[config.mk]
export PLATFORM = sky130hd
export DESIGN_NAME = alu_issue_flat
export DESIGN_NICKNAME = d
export VERILOG_FILES = /design/src/rtl/alu_issue_if.sv /design/src/rtl/alu_issue.sv /design/src/flat_wrapper.sv
export SDC_FILE = /design/constraint.sdc
export NUM_CORES = 1
export LEC_CHECK = 0
export ABC_AREA = 1
export BUFFER_PORTS_ARGS = -buffer_cell sky130_fd_sc_hd__clkbuf_2
export CORE_MARGIN = 5
export CORE_UTILIZATION = 51
export CTS_CLUSTER_DIAMETER = 60
export DETAILED_ROUTE_END_ITERATION = 12
export GPL_ROUTABILITY_DRIVEN = 0
export PLACE_DENSITY = 0.74
export SYNTH_ARGS = -nofsm -noshare
export SYNTH_HDL_FRONTEND = slang
export SYNTH_SLANG_ARGS = --single-unit
[constraint.sdc]
create_clock -name clk -period 2.2 [get_ports clk]
set_clock_uncertainty 0.15 [all_clocks]
set_input_delay 0.11 -clock clk [delete_from_list [all_inputs] [get_ports clk]]
set_output_delay 0.11 -clock clk [all_outputs]
set_load 0.01 [all_outputs]
[src/rtl/alu_issue_if.sv]
// alu_issue_if
// Command channel into the ALU issue block.
//
// Signals:
//   cmd_valid  upstream has a command this cycle
//   cmd_ready  issue block can take a command this cycle
//   cmd_a      operand A (4 bits)
//   cmd_b      operand B (4 bits)
//   cmd_ctl    opcode (4 bits, same encoding as the ALU)
//
// Modports:
//   master  the command producer
//   slave   the issue block
interface alu_issue_if;
    logic       cmd_valid;
    logic       cmd_ready;
    logic [3:0] cmd_a;
    logic [3:0] cmd_b;
    logic [3:0] cmd_ctl;

    modport master (
        output cmd_valid,
        output cmd_a,
        output cmd_b,
        output cmd_ctl,
        input  cmd_ready
    );

    modport slave (
        input  cmd_valid,
        input  cmd_a,
        input  cmd_b,
        input  cmd_ctl,
        output cmd_ready
    );
endinterface

[src/rtl/alu_issue.sv]
// alu_issue
// Queues ALU commands in a small FIFO and issues them to a single-cycle
// ALU, one per cycle.  Carry-consuming ops (ADD_c, SUB_b) are held back
// until the carry produced by the previous op is available.
//
// Parameters:
//   DEPTH       command FIFO depth, power of two, 2..16
//
// Ports:
//   clk         clock, rising edge
//   reset       asynchronous, active-high reset
//   cmd         command channel (alu_issue_if.slave)
//   flag_clr    synchronous clear of the carry flag
//   valid_in    issued op valid (registered)
//   a, b, ctl   issued operands and opcode (registered)
//   cin         issued carry-in (registered)
//   valid_out   ALU result valid
//   carry       ALU carry-out
//   carry_flag  current carry flag
//   level       FIFO occupancy
//
// Build option:
//   ALU_ISSUE_CARRY_FWD_EN  when defined, the ALU carry is forwarded
//   straight into cin. A consuming op then waits only one edge after the
//   previous issue instead of two.
module alu_issue #(
    parameter int DEPTH = 4
) (
    input  logic                   clk,
    input  logic                   reset,
    alu_issue_if.slave             cmd,
    input  logic                   flag_clr,
    output logic                   valid_in,
    output logic [3:0]             a,
    output logic [3:0]             b,
    output logic [3:0]             ctl,
    output logic                   cin,
    input  logic                   valid_out,
    input  logic                   carry,
    output logic                   carry_flag,
    output logic [$clog2(DEPTH):0] level
);

    localparam int PW = $clog2(DEPTH);
    localparam int LW = PW + 1;

    typedef enum logic [3:0] {
        OP_ADD  = 4'h0,
        OP_ADDC = 4'h1,
        OP_SUB  = 4'h2,
        OP_SUBB = 4'h3,
        OP_AND  = 4'h4,
        OP_OR   = 4'h5,
        OP_XOR  = 4'h6,
        OP_PASS = 4'h7
    } opcode_e;

    logic [3:0]    mem_a   [DEPTH];
    logic [3:0]    mem_b   [DEPTH];
    logic [3:0]    mem_ctl [DEPTH];
    logic [PW-1:0] wr_ptr;
    logic [PW-1:0] rd_ptr;
    logic          h1;
    logic          h2;

    logic          push;
    logic          issue;
    logic          hazard;
    logic          head_consumes;
    logic          cin_sel;
    logic [3:0]    head_a;
    logic [3:0]    head_b;
    logic [3:0]    head_ctl;

    // Ready depends only on occupancy, so a full FIFO refuses a command
    // even in a cycle where the head is being popped.
    assign cmd.cmd_ready = (level < LW'(DEPTH));
    assign push          = cmd.cmd_valid && cmd.cmd_ready;

    assign head_a        = mem_a[rd_ptr];
    assign head_b        = mem_b[rd_ptr];
    assign head_ctl      = mem_ctl[rd_ptr];
    assign head_consumes = (head_ctl == OP_ADDC) || (head_ctl == OP_SUBB);

    // The ALU is assumed to answer exactly one cycle after it samples
    // valid_in.  Hazards are derived from the issue history alone, never
    // from valid_out, so an op the ALU silently drops cannot block issue.
`ifdef ALU_ISSUE_CARRY_FWD_EN
    assign hazard  = head_consumes && h1;
    assign cin_sel = valid_out ? carry : carry_flag;
`else
    assign hazard  = head_consumes && (h1 || h2);
    assign cin_sel = carry_flag;
`endif

    // An empty FIFO never issues, so a freshly pushed command is first
    // eligible at the edge after the one that stored it.
    assign issue = (level != '0) && !hazard;

    // Command storage; occupancy and pointers decide what is valid.
    always_ff @(posedge clk) begin
        if (push) begin
            mem_a[wr_ptr]   <= cmd.cmd_a;
            mem_b[wr_ptr]   <= cmd.cmd_b;
            mem_ctl[wr_ptr] <= cmd.cmd_ctl;
        end
    end

    // Pointers wrap naturally because DEPTH is a power of two.
    always_ff @(posedge clk or posedge reset) begin
        if (reset) begin
            wr_ptr <= '0;
            rd_ptr <= '0;
            level  <= '0;
        end else begin
            if (push) begin
                wr_ptr <= wr_ptr + PW'(1);
            end
            if (issue) begin
                rd_ptr <= rd_ptr + PW'(1);
            end
            case ({push, issue})
                2'b10:   level <= level + LW'(1);
                2'b01:   level <= level - LW'(1);
                default: level <= level;
            endcase
        end
    end

    always_ff @(posedge clk or posedge reset) begin
        if (reset) begin
            valid_in <= 1'b0;
            a        <= '0;
            b        <= '0;
            ctl      <= '0;
            cin      <= 1'b0;
            h1       <= 1'b0;
            h2       <= 1'b0;
        end else begin
            valid_in <= issue;
            h1       <= issue;
            h2       <= h1;
            if (issue) begin
                a   <= head_a;
                b   <= head_b;
                ctl <= head_ctl;
                cin <= cin_sel;
            end
        end
    end

    // A clear wins over a result arriving on the same edge.
    always_ff @(posedge clk or posedge reset) begin
        if (reset) begin
            carry_flag <= 1'b0;
        end else if (flag_clr) begin
            carry_flag <= 1'b0;
        end else if (valid_out) begin
            carry_flag <= carry;
        end
    end

endmodule

[src/flat_wrapper.sv]
// flat-port wrapper written by rule: the top's interface ports become plain ports
module alu_issue_flat 
#(
    parameter int DEPTH = 4
)
  (clk, reset, flag_clr, valid_in, a, b, ctl, cin, valid_out, carry, carry_flag, level, cmd_cmd_valid, cmd_cmd_a, cmd_cmd_b, cmd_cmd_ctl, cmd_cmd_ready);
  alu_issue_if cmd_i ();
  input  logic clk;
  input  logic reset;
  input  logic flag_clr;
  output logic valid_in;
  output logic [3:0] a;
  output logic [3:0] b;
  output logic [3:0] ctl;
  output logic cin;
  input  logic valid_out;
  input  logic carry;
  output logic carry_flag;
  output logic [$clog2(DEPTH):0] level;
  input wire logic [$bits(cmd_i.cmd_valid)-1:0] cmd_cmd_valid;
  input wire logic [$bits(cmd_i.cmd_a)-1:0] cmd_cmd_a;
  input wire logic [$bits(cmd_i.cmd_b)-1:0] cmd_cmd_b;
  input wire logic [$bits(cmd_i.cmd_ctl)-1:0] cmd_cmd_ctl;
  output wire logic [$bits(cmd_i.cmd_ready)-1:0] cmd_cmd_ready;
  assign cmd_i.cmd_valid = cmd_cmd_valid;
  assign cmd_i.cmd_a = cmd_cmd_a;
  assign cmd_i.cmd_b = cmd_cmd_b;
  assign cmd_i.cmd_ctl = cmd_cmd_ctl;
  assign cmd_cmd_ready = cmd_i.cmd_ready;
  alu_issue #(.DEPTH(DEPTH)) u_core (.clk(clk), .reset(reset), .cmd(cmd_i), .flag_clr(flag_clr), .valid_in(valid_in), .a(a), .b(b), .ctl(ctl), .cin(cin), .valid_out(valid_out), .carry(carry), .carry_flag(carry_flag), .level(level));
endmodule
* Word-level counts from Yosys, hierarchy flattened
Memory sizes are Yosys's and may differ from the RTL's. A register that Yosys moved wholly into a read port is not among the register bits.
Cells that the tools add are included.
** Word-level totals
- Register bits :: 15
- RAM bits :: 48
- Bits of input ports :: 18
- Output and inout bits :: 19
- Logic and storage cells :: 34
- Memories kept :: 3
** Memories
- u_core.mem_a :: words 4, bits a word 4, read ports 1, clocked after memory_dff 1, write ports 1, line alu_issue.sv:58 : logic [3:0] mem_a [DEPTH];
- u_core.mem_b :: words 4, bits a word 4, read ports 1, clocked after memory_dff 1, write ports 1, line alu_issue.sv:59 : logic [3:0] mem_b [DEPTH];
- u_core.mem_ctl :: words 4, bits a word 4, read ports 1, clocked after memory_dff 0, write ports 1, line alu_issue.sv:60 : logic [3:0] mem_ctl [DEPTH];
** Cells by class
- $add $sub $neg :: 4
- Magnitude comparators :: 1
- Eq/ne operators :: 4
- Multiplexer cells :: 5
- Reduce and logical (&&, ||, !) cells :: 9
** Operators with widths (count)
- 3-bit one-hot mux with 2 select lines :: 1
- 2-bit by 1-bit adder with 2-bit output, second input constant :: 2
- 4-bit by 1-bit equality test with 1-bit output, second input constant :: 1
- 4-bit by 2-bit equality test with 1-bit output, second input constant :: 1
- 1-bit 2-to-1 mux :: 4
- 2-bit nonzero test :: 2
- 3-bit by 1-bit adder with 3-bit output, second input constant :: 1
- 1-bit logical AND :: 3
- 3-bit less-than comparator, second input constant :: 1
- 3-bit nonzero test :: 1
- 3-bit by 1-bit subtractor with 3-bit output, second input constant :: 1
- 2-bit by 1-bit equality test with 1-bit output, second input constant :: 1
- 2-bit equality test, second input constant :: 1
- 1-bit logical OR :: 2
- 1-bit zero test :: 1

* Depth between registers and ports, before layout
An unclocked memory read counts as a cell.
- Depth in word-level cells :: 8
- Gate-level depth with buffers :: 15
- Mapped depth without buffers :: 13

* Least setup slack after synthesis
OpenSTA, ideal clock, no wires.
- Path type :: register -> register
- Start :: register u_core.rd_ptr[0]
- End :: register u_core.level[2]
- Library setup time :: 127 ps
- Arrival :: 2015 ps
- Slack :: -92 ps
- Cell stages (with the launch flop) :: 16
- Path through :: dfrtp_1 > buf_6 > inv_4 > nand2_1 > nand3_1 > nand2_1 > nand2_1 > o21ai_4 > buf_6 > inv_2 > ha_1 > inv_1 > fa_1 > a21oi_1 > o21ai_1 > xor2_1
** Between the ends
- Longest elaborated chain between the ends :: 8
** RTL lines
- start: declaration :: line alu_issue.sv:62 : logic [PW-1:0] rd_ptr;
- start signal: assignment :: line alu_issue.sv:120 : rd_ptr <= rd_ptr + PW'(1);
- memory 4 x 4 bit *
- 4-bit by 1-bit equality test with 1-bit output / 4-bit by 2-bit equality test with 1-bit output (equally long branches) :: line alu_issue.sv:83 : assign head_consumes = (head_ctl == OP_ADDC) || (head_ctl == OP_SUBB);
- 1-bit logical OR * :: line alu_issue.sv:83
- 1-bit logical AND * :: line alu_issue.sv:92 : assign hazard = head_consumes && (h1 || h2);
- 1-bit zero test * :: line alu_issue.sv:98 : assign issue = (level != '0) && !hazard;
- 1-bit logical AND * :: line alu_issue.sv:98
- via u_core.issue :: line alu_issue.sv:67 : logic issue;
- 2-bit by 1-bit equality test with 1-bit output / 2-bit equality test (equally long branches) :: line alu_issue.sv:122 : case ({push, issue})
- 3-bit one-hot mux with 2 select lines / 2-bit nonzero test (equally long branches)
- end signal: assignment :: line alu_issue.sv:123 : 2'b10: level <= level + LW'(1);
- end signal: assignment :: line alu_issue.sv:124 : 2'b01: level <= level - LW'(1);
- end signal: assignment :: line alu_issue.sv:125 : default: level <= level;
- end: declaration :: line alu_issue.sv:41 : output logic [$clog2(DEPTH):0] level
Mark *: on every way through the listed nets, which the timed path passes. The rest lies on a longest branch.
A chain may end at the register's enable or synchronous reset.

* Worst setup path after layout
Same ends and word-level chain as after synthesis.

==> results.yml <==
critical_path:
  r2r_cells: 13
  critPathCaptureType: "register"
  r2r_end: "u_core.level[2]"
  required_ns: 2.27
  r2r_slack_ns: 0.07
  path_class: "reg2reg"
  crit_path_start_kind: "register"
  arrival_ns: 2.21
  cp_cell_sequence: "inv_4 > nand2_2 > nand3_2 > nand2_2 > nand2_4 > o21ai_4 > inv_4 > ha_4 > inv_2 > fa_2 > a21oi_2 > o21ai_1 > xor2_1"
  slowest_delay_ns: 0.47
  crit_start: "u_core.rd_ptr[0]"
  cp_slowest_cell: "dfrtp_2"
  r2r-start: "u_core.rd_ptr[0]"
  cp_max_fo: 8
drt:
  ant_nets: 0
  drt-pass1-iter-count: 6
  drt-initial-drc-count: 204
  via_count: 1977
  wl_per_cell_um: 15.7
  via_per_inst: 5.12
  drc: 0
  drt_wl_total_um: 6080
clock_tree:
  clkLatencyLatePin_ns: 0.34
  numClockSinks: 71
  cts_max_level: 3
  clk_pin_slew_ns: 0.08
  cts_buffer_depth: 2
  root_buffer: "clkbuf_8"
  numCtsBuffers: 9
  cts_tree: "yes"
power:
  leakage_nw: 1.55
  total_power_mw: 5.42
  pwr_density_cell_nw_per_um2: 1480
  ir_worst_vdd_v: 0.000792
sta:
  max_slew.worst_pin.slew_ns: 0.339
  hold_viol: 0
  relSlewSlack_pct: 77.3
  setup_viol: 0
  rsz0062_at_grt: "true"
  fmax_ghz: 0.469
  final.min_clock_period_ns: 2.13
  slew_viol_final: 0
  post-route-period-util_pct: 97.0
  fin_ws_ns: 0.0657
grt:
  grt_pass1_wl_um: 9780
  grt_max_degree: 24
  grtUsageTotal_pct: 17.5
  first_global_vias: 1982
  top_usage_layer: "met2"
  grt_antenna_before_repair: 0
  grt_overflow: 0
  grtUsageMet2_pct: 28.9
  gr-usage-met3_pct: 4.85
  met1_usage_pct: 22.0
final_layout:
  n_antenna_cell: 0
  drive_gt1_share_pct: 30.3
  layout.nets: 333
  area_growth_syn_to_layout_pct: 26.4
placed_design:
  place_ws_ns: -0.0301
  hpwl_um: 3690
  port_buffers: 36
yosys:
  synth_area_per_cell_um2: 12.0
  synth_top_area_share_pct: 49.8
  synth_cells: 241
  synth_area_leader_cell: "edfxtp_1"
  synth_area_leaders: "edfxtp_1 (50%), dfrtp_1 (20%), nand2_1 (6.1%)"
  syn-num-nets: 265
  ys_ff_latch: 71
  ys_seq_area_share_pct: 69.6
  synth_cell_types: 25
  synth_area_um2: 2900
  ys_warn_count: 0
floorplanning:
  coreArea_um2: 5510
  io_pins: 37
  chipHeight_um: 85.4
  rows: 27
  initial_core_util_pct: 52.6
  die_area_um2: 7290
  die_w_um: 85.4
worst_hold_path:
  hp-class: "in2reg"
  worstHoldStart: "cmd_cmd_valid"
  hold_depth: 3
  worstHoldEndpoint: "u_core.wr_ptr[0]"
status:
  status: "completed"
run:
  drv_cap: 0
## registers in the layout (all words and copies together) (netlist names)
name	flops
u_core.rd_ptr	2
u_core.level	3
u_core.mem_ctl	16
u_core.mem_b	16
u_core.carry_flag	1
u_core.cin	1
u_core.ctl	4
u_core.a	4
u_core.wr_ptr	2
u_core.h2	1
u_core.b	4
u_core.valid_in	1
u_core.mem_a	16
## logic make-up after synthesis
logic type      count (synthesis)  share of synthesized area, %
simple gates                   97                          14.6
flops                          71                          69.6
compound gates                 33                          6.57
buf+inv                        30                          5.14
fa+ha+maj                       6                          2.85
xor+xnor                        4                          1.21
## layout make-up
type | instances | area [um^2]
timing repair buffer | 67 | 450
multi-input combinational | 140 | 787
inverter | 20 | 80.1
clock buffer | 9 | 124
clock inverter | 7 | 111
fill | 415 | 1840
sequential | 71 | 2020
tap | 72 | 90.1
## worst max-delay path by stage
stage	to	slack [ns]
2_1_floorplan	u_core.level[2]	-0.02
3_3_place_gp	u_core.level[2]	0.07
3_5_place_dp	u_core.level[2]	-0.03
4_1_cts	u_core.level[2]	0.004
5_1_grt	u_core.level[2]	-0.06
6_report	u_core.level[2]	0.07
## Yosys cell counts (all sizes together)
cell type  number
a21oi           2
ha              5
a211oi          1
nor2           25
inv            19
nand3          23
nand2          49
fa              1
clkinv          1
xnor2           1
xor2            3
clkbuf          2
buf             8
edfxtp         48
dfrtp          23
o21ai          21
o22ai           9
## power by group
part           switching (mW)  internal, mW  leakage (nW)
clock                   0.471         0.745         0.117
sequential              0.189          1.80         0.706
combinational            1.34         0.878         0.732
## layer usage
layer  routed length, um  share of wire (%)  vias up
met2                3060                 50       76
met1                2490                 41      939
met5                   0                  0        -
met4                  83                1.4        0
li1                    -                  -      953
met3                 441                7.3        9
## metrics by stage
step / setup TNS [ns] / cells / hold slack (ns) / util [%] / area, um^2
global placement: 0 / 351 / 0.000120 / 58.3 / 3210
floorplan: -0.0189 / 241 / -0.0381 / - / 2920
detailed placement: -0.0510 / 351 / 0.00649 / 58.3 / 3210
global route: -0.0620 / 386 / 0.116 / 66.5 / 3660
finish: 0 / 386 / 0.105 / 66.5 / 3660
CTS: 0 / 382 / 0.0981 / 65.3 / 3600
## layout by cell type (no fill, tap or decap), types with 2 or more instances in the layout
master          n
edfxtp_1       48
nand2_1        42
clkbuf_2       36
nor2_1         25
dfrtp_1        21
o21ai_0        18
nand3_1        17
buf_4          16
dlygate4sd3_1  15
inv_1          10
o22ai_1         9
clkbuf_8        9
inv_2           7
nand2_2         6
nand3_2         4
ha_1            4
xor2_1          3
bufinv_16       3
inv_4           2
nand3_4         2
o21ai_1         2
clkinv_1        2
clkinv_2        2
dfrtp_2         2
## what timing repair did
item | in CTS | in global routing
hold endpoints to repair | 72 | 0
setup endpoints to repair | 2 | 2
setup buffers | 0 | 4
gates resized for setup | 2 | 10
pin swaps | 1 | 4
hold buffers | 15 | 0
## critical path, delay by kind of cell (launching register included)
kind	cells	cell delay, ns
flops	1	0.47
xor+xnor	1	0.14
simple gates	4	0.29
compound gates	3	0.28
buf+inv	3	0.23
fa+ha+maj	2	0.47
No activity file was read; power rests on OpenSTA's default activity.
